--- src/rtl/evm_pkg.sv ---
// Shared EVM definitions: the scan FSM state encoding and the default count-register geometry,
// used by both the tally reader and the count register writer.
package evm_pkg;

    localparam int DEF_NUM_CAND = 4;
    localparam int DEF_DATA_W   = 4;
    localparam int DEF_IDX_W    = 2;

    typedef enum logic [1:0] {
        ST_IDLE   = 2'd0,
        ST_FETCH  = 2'd1,
        ST_SEND   = 2'd2,
        ST_FINISH = 2'd3
    } state_t;

endpackage

--- src/rtl/max_tracker.sv ---
// Running-maximum tracker for the tally scan: keeps the max count, the lowest index holding it,
// and whether that maximum has been seen more than once.
module max_tracker
    import evm_pkg::*;
#(
    parameter int DATA_W = DEF_DATA_W,
    parameter int IDX_W  = DEF_IDX_W
)(
    input  logic              i_clk,
    input  logic              i_rst,
    input  logic              i_clear,
    input  logic              i_load,
    input  logic [DATA_W-1:0] i_data,
    input  logic [IDX_W-1:0]  i_idx,
    output logic [IDX_W-1:0]  o_win,
    output logic              o_tie
);

    logic [DATA_W-1:0] r_max;
    logic [IDX_W-1:0]  r_win;
    logic              r_tie;
    logic              w_first;

    assign w_first = (i_idx == '0);

    // Index 0 seeds the max unconditionally; only a strictly greater count moves the winner,
    // so the lowest index holding the maximum is kept.
    always_ff @(posedge i_clk) begin
        if (i_rst || i_clear) begin
            r_max <= '0;
            r_win <= '0;
            r_tie <= 1'b0;
        end else if (i_load) begin
            if (w_first || (i_data > r_max)) begin
                r_max <= i_data;
                r_win <= i_idx;
                r_tie <= 1'b0;
            end else if (i_data == r_max) begin
                r_tie <= 1'b1;
            end
        end
    end

    assign o_win = r_win;
    assign o_tie = r_tie;

endmodule

--- src/rtl/vote_tally_reader.sv ---
// Scans the per-candidate count registers, streams (candidate, count) pairs over valid/ready and
// reports winner/tie at scan end. Define VOTE_TALLY_TOTAL_EN to add the o_total vote-sum output.
module vote_tally_reader
    import evm_pkg::*;
#(
    parameter int NUM_CAND = DEF_NUM_CAND,
    parameter int DATA_W   = DEF_DATA_W,
    parameter int IDX_W    = DEF_IDX_W
)(
    input  logic                    i_clk,
    input  logic                    i_rst,
    input  logic                    i_start,
    output logic [IDX_W-1:0]        o_rd_addr,
    input  logic [DATA_W-1:0]       i_rd_data,
    output logic                    o_out_valid,
    input  logic                    i_out_ready,
    output logic [IDX_W-1:0]        o_out_cand,
    output logic [DATA_W-1:0]       o_out_count,
    output logic                    o_busy,
    output logic                    o_done,
    output logic [IDX_W-1:0]        o_winner,
    output logic                    o_tie
`ifdef VOTE_TALLY_TOTAL_EN
    ,
    output logic [DATA_W+IDX_W-1:0] o_total
`endif
);

    localparam logic [IDX_W-1:0] LAST_IDX = IDX_W'(NUM_CAND - 1);

    state_t            r_state;
    logic [IDX_W-1:0]  r_rd_addr;
    logic              r_out_valid;
    logic [IDX_W-1:0]  r_out_cand;
    logic [DATA_W-1:0] r_out_count;
    logic              r_busy;
    logic              r_done;
    logic [IDX_W-1:0]  r_winner;
    logic              r_tie;

    logic              w_scan_start;
    logic              w_fetch;
    logic [IDX_W-1:0]  w_trk_win;
    logic              w_trk_tie;

`ifdef VOTE_TALLY_TOTAL_EN
    logic [DATA_W+IDX_W-1:0] r_acc;
    logic [DATA_W+IDX_W-1:0] r_total;
`endif

    assign w_scan_start = (r_state == ST_IDLE) && i_start;
    assign w_fetch      = (r_state == ST_FETCH);

    max_tracker #(
        .DATA_W (DATA_W),
        .IDX_W  (IDX_W)
    ) u_max_tracker (
        .i_clk   (i_clk),
        .i_rst   (i_rst),
        .i_clear (w_scan_start),
        .i_load  (w_fetch),
        .i_data  (i_rd_data),
        .i_idx   (r_rd_addr),
        .o_win   (w_trk_win),
        .o_tie   (w_trk_tie)
    );

    always_ff @(posedge i_clk) begin
        if (i_rst) begin
            r_state     <= ST_IDLE;
            r_rd_addr   <= '0;
            r_out_valid <= 1'b0;
            r_out_cand  <= '0;
            r_out_count <= '0;
            r_busy      <= 1'b0;
            r_done      <= 1'b0;
            r_winner    <= '0;
            r_tie       <= 1'b0;
`ifdef VOTE_TALLY_TOTAL_EN
            r_acc       <= '0;
            r_total     <= '0;
`endif
        end else begin
            r_done <= 1'b0;
            case (r_state)
                ST_IDLE: begin
                    if (i_start) begin
                        r_rd_addr <= '0;
                        r_busy    <= 1'b1;
                        r_state   <= ST_FETCH;
`ifdef VOTE_TALLY_TOTAL_EN
                        r_acc     <= '0;
`endif
                    end
                end
                ST_FETCH: begin
                    r_out_count <= i_rd_data;
                    r_out_cand  <= r_rd_addr;
                    r_out_valid <= 1'b1;
                    r_state     <= ST_SEND;
`ifdef VOTE_TALLY_TOTAL_EN
                    r_acc       <= r_acc + (DATA_W+IDX_W)'(i_rd_data);
`endif
                end
                ST_SEND: begin
                    // Pair stays frozen until the sink takes it; the address only advances afterwards.
                    if (i_out_ready) begin
                        r_out_valid <= 1'b0;
                        if (r_out_cand == LAST_IDX) begin
                            r_state <= ST_FINISH;
                        end else begin
                            r_rd_addr <= r_rd_addr + 1'b1;
                            r_state   <= ST_FETCH;
                        end
                    end
                end
                ST_FINISH: begin
                    r_winner <= w_trk_win;
                    r_tie    <= w_trk_tie;
                    r_done   <= 1'b1;
                    r_busy   <= 1'b0;
                    r_state  <= ST_IDLE;
`ifdef VOTE_TALLY_TOTAL_EN
                    r_total  <= r_acc;
`endif
                end
                default: r_state <= ST_IDLE;
            endcase
        end
    end

    assign o_rd_addr   = r_rd_addr;
    assign o_out_valid = r_out_valid;
    assign o_out_cand  = r_out_cand;
    assign o_out_count = r_out_count;
    assign o_busy      = r_busy;
    assign o_done      = r_done;
    assign o_winner    = r_winner;
    assign o_tie       = r_tie;
`ifdef VOTE_TALLY_TOTAL_EN
    assign o_total     = r_total;
`endif

endmodule

--- config.mk ---
export PLATFORM = sky130hd
export DESIGN_NAME = vote_tally_reader
export DESIGN_NICKNAME = d
export VERILOG_FILES = /design/src/rtl/evm_pkg.sv /design/src/rtl/max_tracker.sv /design/src/rtl/vote_tally_reader.sv
export SDC_FILE = /design/constraint.sdc
export NUM_CORES = 1
export LEC_CHECK = 0
export ABC_CLOCK_PERIOD_IN_PS = 4200
export BUFFER_PORTS_ARGS = -buffer_cell sky130_fd_sc_hd__buf_2
export CAP_MARGIN = 30
export CORE_ASPECT_RATIO = 2
export CORE_MARGIN = 2
export CORE_UTILIZATION = 32
export DETAILED_ROUTE_END_ITERATION = 10
export HOLD_SLACK_MARGIN = 0.08
export PLACE_DENSITY_LB_ADDON = 0.3
export SLEW_MARGIN = 20
export SYNTH_ARGS = -nofsm -noshare
export SYNTH_HDL_FRONTEND = slang
export SYNTH_SLANG_ARGS = --single-unit
--- constraint.sdc ---
create_clock -name i_clk -period 4.2 [get_ports i_clk]
set_input_delay 0.84 -clock i_clk [delete_from_list [all_inputs] [get_ports i_clk]]
set_output_delay 0.84 -clock i_clk [all_outputs]
set_load 0.03 [all_outputs]
Yosys cells after proc, flatten, opt, wreduce, memory -nomap -nowiden
Index checks and enable logic that the tools add are counted.

storage, ports and cells
  register bits after elaboration = 23
  input bits = 8
  output and inout bits = 14
  logic and storage cells = 52

operators by class
  mux-type cells = 15
  magnitude comparators = 1
  eq/ne operators = 8
  add/sub/neg operators = 1
  reductions and logical operators = 15

operators by type and width
  cell                   count
  $mux W2                6
  $reduce_and A2 Y1      5
  $pmux W2 S4            1
  $reduce_bool A2 Y1     4
  $eq A2 B2 Y1 const B   3
  $ne A2 B2 Y1 const B   3
  $mux W1                5
  $eq A4 B4 Y1           1
  $gt A4 B4 Y1           1
  $logic_not A2 Y1       2
  $pmux W1 S2            2
  $pmux W2 S2            1
  $reduce_and A4 Y1      1
  $add A2 B1 Y2 const B  1
  $eq A2 B1 Y1 const B   1
  $logic_or A1 B1 Y1     2
  $logic_and A1 B1 Y1    1

Depth between registers and ports, before layout
Gate-level depths: netlist of run 1.

  word-level depth = 4
  gate-level depth with buffers = 6
  gate-level depth less buffers = 6

Modules after synthesis
Synthesis of run 1 repeated with hierarchy kept, for this count alone.

unflattened totals
  cell total of the unflattened synthesis = 118
  area, all modules = 1,038.5 sq um

by module, submodules not included
  module             area an instance (sq um)  cells an instance  sequential area each (sq um)  instances
  vote_tally_reader  634.4                     72                 320.3                         1
  max_tracker        404.1                     46                 140.1                         1

Least setup slack after synthesis of run 1
No wires, ideal clock.

  path type = input port to flip-flop
  start = input port i_rd_data[3]
  end = register u_max_tracker.r_win[0], in the netlist u_max_tracker.o_win[0]
  slack = 2,299 ps
  stages = 4
  required time = 4,072 ps
  setup time = 128 ps
  arrival = 1,774 ps
  cells stage by stage = ha_1 -> a211oi_1 -> a21oi_4 -> mux2i_1

on the way
  longest elaborated chain between the ends = 3

ends and longest elaborated chain
  item                         RTL line                 source
  start: declaration           vote_tally_reader.sv:14  input logic [DATA_W-1:0] i_rd_data,
  $gt A4 B4 Y1                 max_tracker.sv:34        if (w_first || (i_data > r_max)) begin
  $logic_or A1 B1 Y1           max_tracker.sv:34
  $reduce_and A2 Y1 (no line)  --
  end signal: assignment       max_tracker.sv:36        r_win <= i_idx;
  end: declaration             max_tracker.sv:20        logic [IDX_W-1:0] r_win;

Every way passes these cells.
A chain may end at the register's enable or synchronous reset.

Final worst setup path of run 1
  start = input port i_rd_data[3]
  end = register u_max_tracker.r_max[0]

on the way
  longest elaborated chain between the ends = 3

ends and longest elaborated chain
  item                         RTL line           source
  $gt A4 B4 Y1                 max_tracker.sv:34
  $logic_or A1 B1 Y1           max_tracker.sv:34
  $reduce_and A2 Y1 (no line)  --
  end signal: assignment       max_tracker.sv:35  r_max <= i_data;
  end: declaration             max_tracker.sv:19  logic [DATA_W-1:0] r_max;

Every way passes these cells.

==> results by group, run 1 <==
Status
  • Status: finished clean

Worst setup path
  • Kind of end point of the critical path: flip-flop
  • CP Cell Sequence: buf_2, ha_1, a211oi_1, a21oi_4, mux2i_1
  • Critical path fanouts, max: 7
  • R2R Path Start: r_state[0]$_SDFFE_PP0P_
  • CP delay by family, top: compound AO/OA/AOI/OAI gates
  • Worst EP required: 4.35 ns
  • CP Depth: 5
  • Reg2Reg Depth: 4
  • CP arrival: 2.09 ns
  • CP startpoint kind: input port
  • Worst path bufs/invs: 1
  • R2R Path End: u_max_tracker.o_win[0]$_SDFFE_PP0P_
  • CP max stage delay: 0.47 ns
  • Slowest cell on the critical path: a211oi_1
  • R2r setup slk: 2.38 ns
  • WS Path Type: input port to flip-flop

Route
  • Per-cell routed wire length: 13.1 µm
  • Starting DRC count in detailed routing: 12
  • Via density: 5.18
  • Post-route ant nets: 0
  • DRT Pass-1 Iters: 4
  • DRC violation count after routing: 0
  • Vias after detailed routing: 876
  • Post-Route WL: 2210 µm

Power
  • Leakage power: 0.462 nW
  • Worst IR Drop VDD: 0.256 mV
  • Pwr dens: 371 nW/µm²

STA
  • RSZ-0062 raised after global routing: no
  • Skew final: 0.00399 ns
  • Final Hold Vio Count: 0
  • Setup Viol. Count Final: 0
  • Total Neg Setup Slack: 0 ns
  • F_max: 516 MHz
  • Max-slew violation count: 0
  • Period minus WS final: 1.94 ns
  • Tcrit/Tclk final: 0.462
  • Worst Tran Pin Value: 0.589 ns
  • Max_slew headroom: 0.607

CTS
  • H-tree depth: 1
  • Post-CTS resize count: 0
  • Post-CTS Setup Inserts: 0
  • Root Buffer: clkbuf_8
  • Num CTS Buffers: 3
  • Hold buffers post-CTS: 0
  • Clock-pin slew on the worst setup and hold paths: 0.09 ns
  • Max Root-Sink Buffers: 2
  • Clock sink count: 23
  • Worst-Skew Late Latency: 0.27 ns
  • CTS tree: done

Worst hold path
  • Hold EP: o_out_count[3]$_SDFFE_PP0P_
  • Hold path startpoint: o_out_count[3]$_SDFFE_PP0P_
  • WHS Path Cells: 2
  • Hold WC Path Type: flip-flop to flip-flop

Placement
  • Number of port buffers: 21
  • Gpl congestion: 0.745
  • HPWL reported at the end of detailed placement: 1710 µm
  • Dpl cells: 165

Synth
  • Prevailing post-synth register cell: dfxtp_1
  • #FFs+latches synth: 23
  • Ys async rst share: 0
  • Share of the synthesized area in the top cell type: 0.454
  • Ys Warns: 0
  • Mapped Cells: 121
  • Cells taking the most area after synthesis: dfxtp_1 (45%), nand2_1 (11%), a21oi_1 (6.9%), ha_1 (6.2%), mux2i_1 (5.9%)
  • Synthesized net count: 134
  • Post-synth EDFFs: 0
  • Top cell type by total area after synthesis: dfxtp_1
  • Seq/Total Area, Yosys: 0.454
  • Avg Synthesized Cell Area: 8.38 µm²
  • Post-synthesis cell area: 1010 µm²
  • Synth unique cells: 28

Final layout
  • Antenna diodes: 0
  • Share of layout cells above drive strength 1: 0.216
  • Synth-to-layout area growth: 14.8%
  • Most frequent cells in the layout: nand2_1 (31), dfxtp_1 (23), buf_2 (21), a21oi_1 (14)
  • Finished Layout Cells: 169
  • Nets: 153
  • Most common cell after layout, fill and taps aside: nand2_1

Floorplanning
  • Cell Rows: 28
  • Core region area: 2980 µm²
  • IO Pins: 22
  • Total die area: 3660 µm²
  • Initial core utilization: 0.340
  • Die H: 83.6 µm
  • Die W: 43.8 µm

Global route
  • GRT Total Usage: 0.133
  • Gr ovfl total: 0
  • Antenna violations before repair: 0
  • Global-route wire length before repair: 3820 µm
  • Pin count of the biggest net entering global routing: 18
  • Vias in the first global route: 903

Flow run
  • MaxCap Viol Count: 0
[cell type report]
cell class                 count  area, µm²
clock buffer                   3       41.3
inverter                       7       26.3
multi-input combinational     84        488
timing repair buffer          21        105
sequential                    23        460
fill                         309       1810
tap                           30       37.5
clock inverter                 1       5.00
[how the worst max path moves through the flow]
| stage | from | end | slack, ns |
|---|---|---|---|
| 2_1_floorplan | i_rd_data[3] | u_max_tracker.o_win[0]$_SDFFE_PP0P_ | 2.30 |
| 3_3_place_gp | i_rd_data[3] | u_max_tracker.o_win[0]$_SDFFE_PP0P_ | 2.04 |
| 3_5_place_dp | i_rd_data[3] | u_max_tracker.o_win[1]$_SDFFE_PP0P_ | 2.01 |
| 4_1_cts | i_rd_data[3] | u_max_tracker.o_win[0]$_SDFFE_PP0P_ | 2.30 |
| 5_1_grt | r_state[0]$_SDFFE_PP0P_ | u_max_tracker.o_win[0]$_SDFFE_PP0P_ | 2.23 |
| 6_report | i_rd_data[3] | u_max_tracker.r_max[0]$_SDFFE_PP0P_ | 2.26 |
[metal layers]
metal | wire length, µm | share of wire | track usage
met1 | 866 | 0.39 | 0.137
met4 | 91 | 0.041 | 0.0826
met2 | 1160 | 0.52 | 0.233
met5 | 0 | 0 | 0
met3 | 93 | 0.042 | 0.0238
[where the power goes]
group          internal, mW  switching (mW)
Combinational        0.0192          0.0374
Clock                0.0664          0.0756
Sequential            0.225         0.00745
[kinds of logic after synthesis]
family	share of synthesized area
and+or+nand+nor	0.209
AOI/OAI and AO/OA	0.152
DFF	0.454
buffers and inverters	0.0642
muxes	0.0593
adders and majority gates	0.0617
[worst min-delay path: cells and delay by family, from the launching register on]
kind               cells  cell delay, ns
DFF                    1            0.31
and+or+nand+nor        1            0.05
AOI/OAI and AO/OA      1            0.05
[sequential cells by signal, indices dropped and copies added (netlist names)]
name                 cells
u_max_tracker.r_max      4
r_state                  2
o_rd_addr                2
o_tie                    1
o_out_count              4
o_out_cand               2
o_done                   1
u_max_tracker.o_win      2
u_max_tracker.o_tie      1
o_winner                 2
o_busy                   1
o_out_valid              1
[metrics by stage]
stage	area, µm²	power [mW]	util	setup slack [ns]	hold slack, ns
4_1_cts	1160	0.434	0.391	2.30	0.460
3_5_place_dp	1120	0.295	0.375	2.01	0.448
5_1_grt	1160	0.448	0.391	2.23	0.480
2_1_floorplan	1010	0.281	-	2.30	0.435
3_3_place_gp	1120	0.294	0.375	2.04	0.442
6_report	1160	0.431	0.391	2.26	0.455
[Yosys cell counts, types with 2 or more instances]
library cell	number
ha_1	5
mux2i_1	6
buf_4	3
a21oi_1	14
nand2b_1	2
nand2_1	31
nor2b_1	2
nand3_1	4
clkbuf_1	3
o21ai_0	3
inv_1	6
dfxtp_1	23
nor2_1	4
Note: power is estimated with default switching activity, not from simulation.
==> run 2: changes to the inputs <==
--- a/config.mk
+++ b/config.mk
@@ -5,7 +5,7 @@
 export SDC_FILE = /design/constraint.sdc
 export NUM_CORES = 1
 export LEC_CHECK = 0
-export ABC_CLOCK_PERIOD_IN_PS = 4200
+export ABC_CLOCK_PERIOD_IN_PS = 1700
 export BUFFER_PORTS_ARGS = -buffer_cell sky130_fd_sc_hd__buf_2
 export CAP_MARGIN = 30
 export CORE_ASPECT_RATIO = 2
==> constraint.sdc (replaced) <==
create_clock -name i_clk -period 1.7 [get_ports i_clk]
set_input_delay 0.34 -clock i_clk [delete_from_list [all_inputs] [get_ports i_clk]]
set_output_delay 0.34 -clock i_clk [all_outputs]
set_load 0.03 [all_outputs]
==> results by group, run 2 (same netlist as run 1, synthesis figures left out) <==
STA
  • Skew final: 0.00287 ns
  • Worst Tran Pin Value: 0.456 ns
  • Max_slew headroom: 0.694
  • F_max: 640 MHz
  • Final setup margin: 0.138 ns
  • Setup Viol. Count Final: 0
  • Max-slew violation count: 0
  • Total Neg Setup Slack: 0 ns
  • Period minus WS final: 1.56 ns
  • RSZ-0062 raised after global routing: no
  • Tcrit/Tclk final: 0.919
  • Final Hold Vio Count: 0

Route
  • Met1 WL: 878 µm
  • Max Used Layer: met4
  • Post-Route WL: 2280 µm
  • Post-route ant nets: 0
  • Per-cell routed wire length: 13.0 µm
  • DRT Pass-1 Iters: 4
  • DRC violation count after routing: 0
  • Met3 WL: 82 µm
  • Met2 wire length: 1270 µm
  • Starting DRC count in detailed routing: 11
  • Via density: 5.13
  • Vias after detailed routing: 897

Placement
  • Post-Place Setup Slack: 0.0209 ns
  • HPWL reported at the end of detailed placement: 1800 µm
  • Gpl congestion: 0.773
  • Number of port buffers: 21
  • Placed Area: 1160 µm²

Floorplanning
  • IO Pins: 22
  • Initial core utilization: 0.340
  • Die W: 43.8 µm
  • Core region area: 2980 µm²
  • Cell Rows: 28
  • Die H: 83.6 µm
  • Total die area: 3660 µm²

Worst hold path
  • Hold WC Path Type: input port to flip-flop

Worst setup path
  • CP startpoint kind: flip-flop
  • Worst setup path start: u_max_tracker.r_max[3]$_SDFFE_PP0P_
  • WS Path Type: flip-flop to flip-flop
  • Reg2Reg Depth: 5
  • R2R Path Start: u_max_tracker.r_max[3]$_SDFFE_PP0P_
  • Worst Setup EP: u_max_tracker.o_win[1]$_SDFFE_PP0P_
  • Critical path fanouts, max: 7
  • R2r setup slk: 0.14 ns
  • Worst EP required: 1.85 ns
  • Kind of end point of the critical path: flip-flop
  • CP arrival: 1.71 ns
  • R2R Path End: u_max_tracker.o_win[1]$_SDFFE_PP0P_

Global route
  • Global-route wire length before repair: 3740 µm
  • GRT Total Usage: 0.133
  • Antenna violations before repair: 0
  • Vias in the first global route: 889
  • Pin count of the biggest net entering global routing: 18
  • Gr ovfl total: 0

CTS
  • H-tree depth: 1
  • CTS tree: done
  • Clock-pin slew on the worst setup and hold paths: 0.08 ns
  • Worst-Skew Late Latency: 0.27 ns
  • Post-CTS resize count: 0
  • Num CTS Buffers: 3
  • Max Root-Sink Buffers: 2
  • Clock sink count: 23
  • Post-CTS Setup Inserts: 0
  • Hold buffers post-CTS: 0
  • Root Buffer: clkbuf_8

Final layout
  • Area of the multi-input gates: 488 µm²
  • FILL cells: 323
  • Seq. cell area: 460 µm²
  • Nets: 159
  • Share of layout cells above drive strength 1: 0.241
  • Final instance area: 1210 µm²
  • Antenna diodes: 0
  • Most common cell after layout, fill and taps aside: nand2_1
  • Synth-to-layout area growth: 19.1%
  • Most frequent cells in the layout: nand2_1 (31), dfxtp_1 (23), buf_2 (21), a21oi_1 (14)

Power
  • Total power: 1.07 mW
  • Worst IR Drop VDD: 0.359 mV
  • Leakage power: 0.491 nW
  • Pwr dens: 885 nW/µm²

Flow run
  • MaxCap Viol Count: 0

Status
  • Status: finished clean
==> run 2: worst min-delay path by stage <==
stage,slack [ns],to,from,depth (start not counted)
after floorplan,0.43,u_max_tracker.r_max[1]$_SDFFE_PP0P_,u_max_tracker.r_max[1]$_SDFFE_PP0P_,2
after global placement,0.44,o_out_count[2]$_SDFFE_PP0P_,o_out_count[2]$_SDFFE_PP0P_,2
after detailed placement,0.45,o_out_count[2]$_SDFFE_PP0P_,o_out_count[2]$_SDFFE_PP0P_,2
after CTS,0.31,o_out_valid$_SDFFE_PP0P_,i_out_ready,2
after global routing,0.33,o_out_valid$_SDFFE_PP0P_,i_out_ready,2
final,0.31,o_out_valid$_SDFFE_PP0P_,i_out_ready,2
==> run 2: critical path, cell delays in order (launching register included) <==
cell,delay [ns]
dfxtp_1,0.34
inv_1,0.05
ha_1,0.30
a211oi_1,0.42
a21oi_4,0.18
mux2i_1,0.15
==> run 2: routing by layer <==
| layer | up-vias | GRT usage |
|---|---|---|
| met5 | - | 0 |
| met4 | 0 | 0.0744 |
| met3 | 5 | 0.0238 |
| met2 | 18 | 0.238 |
| met1 | 420 | 0.134 |
| li1 | 454 | - |
==> run 2: through the flow <==
stage | hold WS (ns) | std cells | util
6_report | 0.314 | 175 | 0.405
5_1_grt | 0.331 | 175 | 0.405
4_1_cts | 0.312 | 175 | 0.405
3_5_place_dp | 0.445 | 171 | 0.390
3_3_place_gp | 0.441 | 171 | 0.390
2_1_floorplan | 0.435 | 121 | -
==> run 2: cell type report <==
cell class                      instances  area share
Multi-Input combinational cell         84       0.404
Sequential cell                        23       0.381
Timing Repair Buffer                   27       0.124
Clock buffer                            4      0.0373
Tap cell                               30      0.0311
Inverter                                7      0.0218
==> run 2: power by group <==
| part | internal (mW) | total [mW] | switching [mW] |
|---|---|---|---|
| clock | 0.167 | 0.344 | 0.176 |
| sequential | 0.557 | 0.569 | 0.0125 |
| combinational | 0.0567 | 0.156 | 0.0993 |
==> run 3: changes to the inputs <==
--- a/config.mk
+++ b/config.mk
@@ -5,7 +5,7 @@
 export SDC_FILE = /design/constraint.sdc
 export NUM_CORES = 1
 export LEC_CHECK = 0
-export ABC_CLOCK_PERIOD_IN_PS = 1700
+export ABC_CLOCK_PERIOD_IN_PS = 1800
 export BUFFER_PORTS_ARGS = -buffer_cell sky130_fd_sc_hd__buf_2
 export CAP_MARGIN = 30
 export CORE_ASPECT_RATIO = 2
==> constraint.sdc (replaced) <==
create_clock -name i_clk -period 1.8 [get_ports i_clk]
set_input_delay 0.36 -clock i_clk [delete_from_list [all_inputs] [get_ports i_clk]]
set_output_delay 0.36 -clock i_clk [all_outputs]
set_load 0.03 [all_outputs]
==> results by group, run 3 (same netlist as run 1, synthesis figures left out) <==
Status
  • Status: finished clean

Global route
  • GRT Total Usage: 0.123
  • Gr ovfl total: 0
  • Antenna violations before repair: 0
  • Pin count of the biggest net entering global routing: 18
  • Global-route wire length before repair: 3460 µm
  • Vias in the first global route: 806

Worst setup path
  • Critical path fanouts, max: 7
  • WS Path Type: flip-flop to flip-flop
  • Worst EP required: 1.95 ns
  • CP delay by family, top: compound AO/OA/AOI/OAI gates
  • CP arrival: 1.67 ns
  • CP startpoint kind: flip-flop
  • CP Depth: 5
  • Worst path bufs/invs: 1
  • CP max stage delay: 0.41 ns
  • Reg2Reg Depth: 5
  • R2R Path End: u_max_tracker.r_max[0]$_SDFFE_PP0P_
  • CP Cell Sequence: inv_1, ha_1, a211oi_1, a21oi_4, mux2i_1
  • R2r setup slk: 0.27 ns
  • R2R Path Start: o_rd_addr[0]$_SDFFE_PP0P_
  • Kind of end point of the critical path: flip-flop
  • Slowest cell on the critical path: dfxtp_1

CTS
  • CTS tree: done
  • Max Root-Sink Buffers: 2
  • H-tree depth: 1
  • Num CTS Buffers: 3
  • Root Buffer: clkbuf_8
  • Worst-Skew Late Latency: 0.27 ns
  • Clock-pin slew on the worst setup and hold paths: 0.08 ns
  • Hold buffers post-CTS: 0
  • Post-CTS resize count: 0
  • Post-CTS Setup Inserts: 0
  • Clock sink count: 23

Route
  • Via density: 4.92
  • Post-route ant nets: 0
  • DRC violation count after routing: 0
  • Starting DRC count in detailed routing: 11
  • Per-cell routed wire length: 12.5 µm
  • Post-Route WL: 2160 µm
  • Vias after detailed routing: 852
  • DRT Pass-1 Iters: 4

STA
  • Skew final: 0.00208 ns
  • Max-slew violation count: 0
  • Worst Tran Pin Value: 0.479 ns
  • Final Hold Vio Count: 0
  • Period minus WS final: 1.53 ns
  • Final setup margin: 0.274 ns
  • Total Neg Setup Slack: 0 ns
  • Tcrit/Tclk final: 0.848
  • Max_slew headroom: 0.681
  • F_max: 655 MHz
  • Setup Viol. Count Final: 0
  • RSZ-0062 raised after global routing: no

Placement
  • Gpl congestion: 0.775
  • Post-Place Setup Slack: 0.148 ns
  • Number of port buffers: 21
  • HPWL reported at the end of detailed placement: 1670 µm

Worst hold path
  • Hold WC Path Type: input port to flip-flop
  • Hold EP: o_out_valid$_SDFFE_PP0P_
  • Hold path startpoint: i_out_ready
  • WHS Path Cells: 2

Power
  • Total power: 1.01 mW
  • Leakage power: 0.483 nW
  • Worst IR Drop VDD: 0.472 mV
  • Pwr dens: 843 nW/µm²

Floorplanning
  • IO Pins: 22
  • Die H: 83.6 µm
  • Core region area: 2980 µm²
  • Total die area: 3660 µm²
  • Initial core utilization: 0.340
  • Die W: 43.8 µm
  • Cell Rows: 28

Final layout
  • Fin util: 0.401
  • Most frequent cells in the layout: nand2_1 (31), dfxtp_1 (23), buf_2 (21), a21oi_1 (14)
  • Nets: 157
  • Share of layout cells above drive strength 1: 0.238
  • Antenna diodes: 0
  • Most common cell after layout, fill and taps aside: nand2_1
  • Synth-to-layout area growth: 17.8%

Flow run
  • MaxCap Viol Count: 0
## run 3: worst max-delay path by stage
| stage | endpoint | start | slack, ns |
|---|---|---|---|
| finish | u_max_tracker.r_max[0]$_SDFFE_PP0P_ | o_rd_addr[0]$_SDFFE_PP0P_ | 0.27 |
| CTS | u_max_tracker.r_max[0]$_SDFFE_PP0P_ | o_rd_addr[0]$_SDFFE_PP0P_ | 0.26 |
| global route | u_max_tracker.o_win[0]$_SDFFE_PP0P_ | u_max_tracker.r_max[1]$_SDFFE_PP0P_ | 0.16 |
| detailed placement | u_max_tracker.o_win[1]$_SDFFE_PP0P_ | i_rd_data[3] | 0.15 |
| global placement | u_max_tracker.r_max[0]$_SDFFE_PP0P_ | i_rd_data[3] | 0.13 |
| floorplan | u_max_tracker.o_win[0]$_SDFFE_PP0P_ | o_rd_addr[0]$_SDFFE_PP0P_ | 0.22 |
## run 3: worst reg2reg max path: cells and delay by family (launching register included)
kind | cells | cell delay [ns]
adders and majority gates | 1 | 0.24
DFF | 1 | 0.41
muxes | 1 | 0.15
buffers and inverters | 1 | 0.09
AOI/OAI and AO/OA | 2 | 0.52
## run 3: cell type report
class / instances / area (µm²)
clock inverters: 1 / 5.00
flip-flops and latches: 23 / 460
well taps: 30 / 37.5
repair buffers: 25 / 135
clock buffers: 3 / 41.3
multi-input cells: 84 / 488
inverters: 7 / 26.3
fillers: 314 / 1780
## run 3: per-stage QoR
stage	std cells	area, µm²	hold WS, ns
6_report	173	1190	0.337
5_1_grt	173	1190	0.350
3_3_place_gp	169	1150	0.441
4_1_cts	173	1190	0.334
2_1_floorplan	121	1010	0.435
3_5_place_dp	169	1150	0.444
## run 3: layer usage
layer / vias to the layer above / global-route usage / share of wire
met4: 0 / 0.0579 / 0.016
li1: 446 / - / -
met3: 4 / 0.0195 / 0.027
met1: 389 / 0.134 / 0.41
met2: 13 / 0.219 / 0.55
met5: - / 0 / 0
## run 3: where the power goes
group          internal [mW]  leakage, nW  switching [mW]
combinational         0.0511        0.271          0.0903
clock                  0.155       0.0255           0.171
sequential             0.526        0.187          0.0142
total                  0.731        0.483           0.275
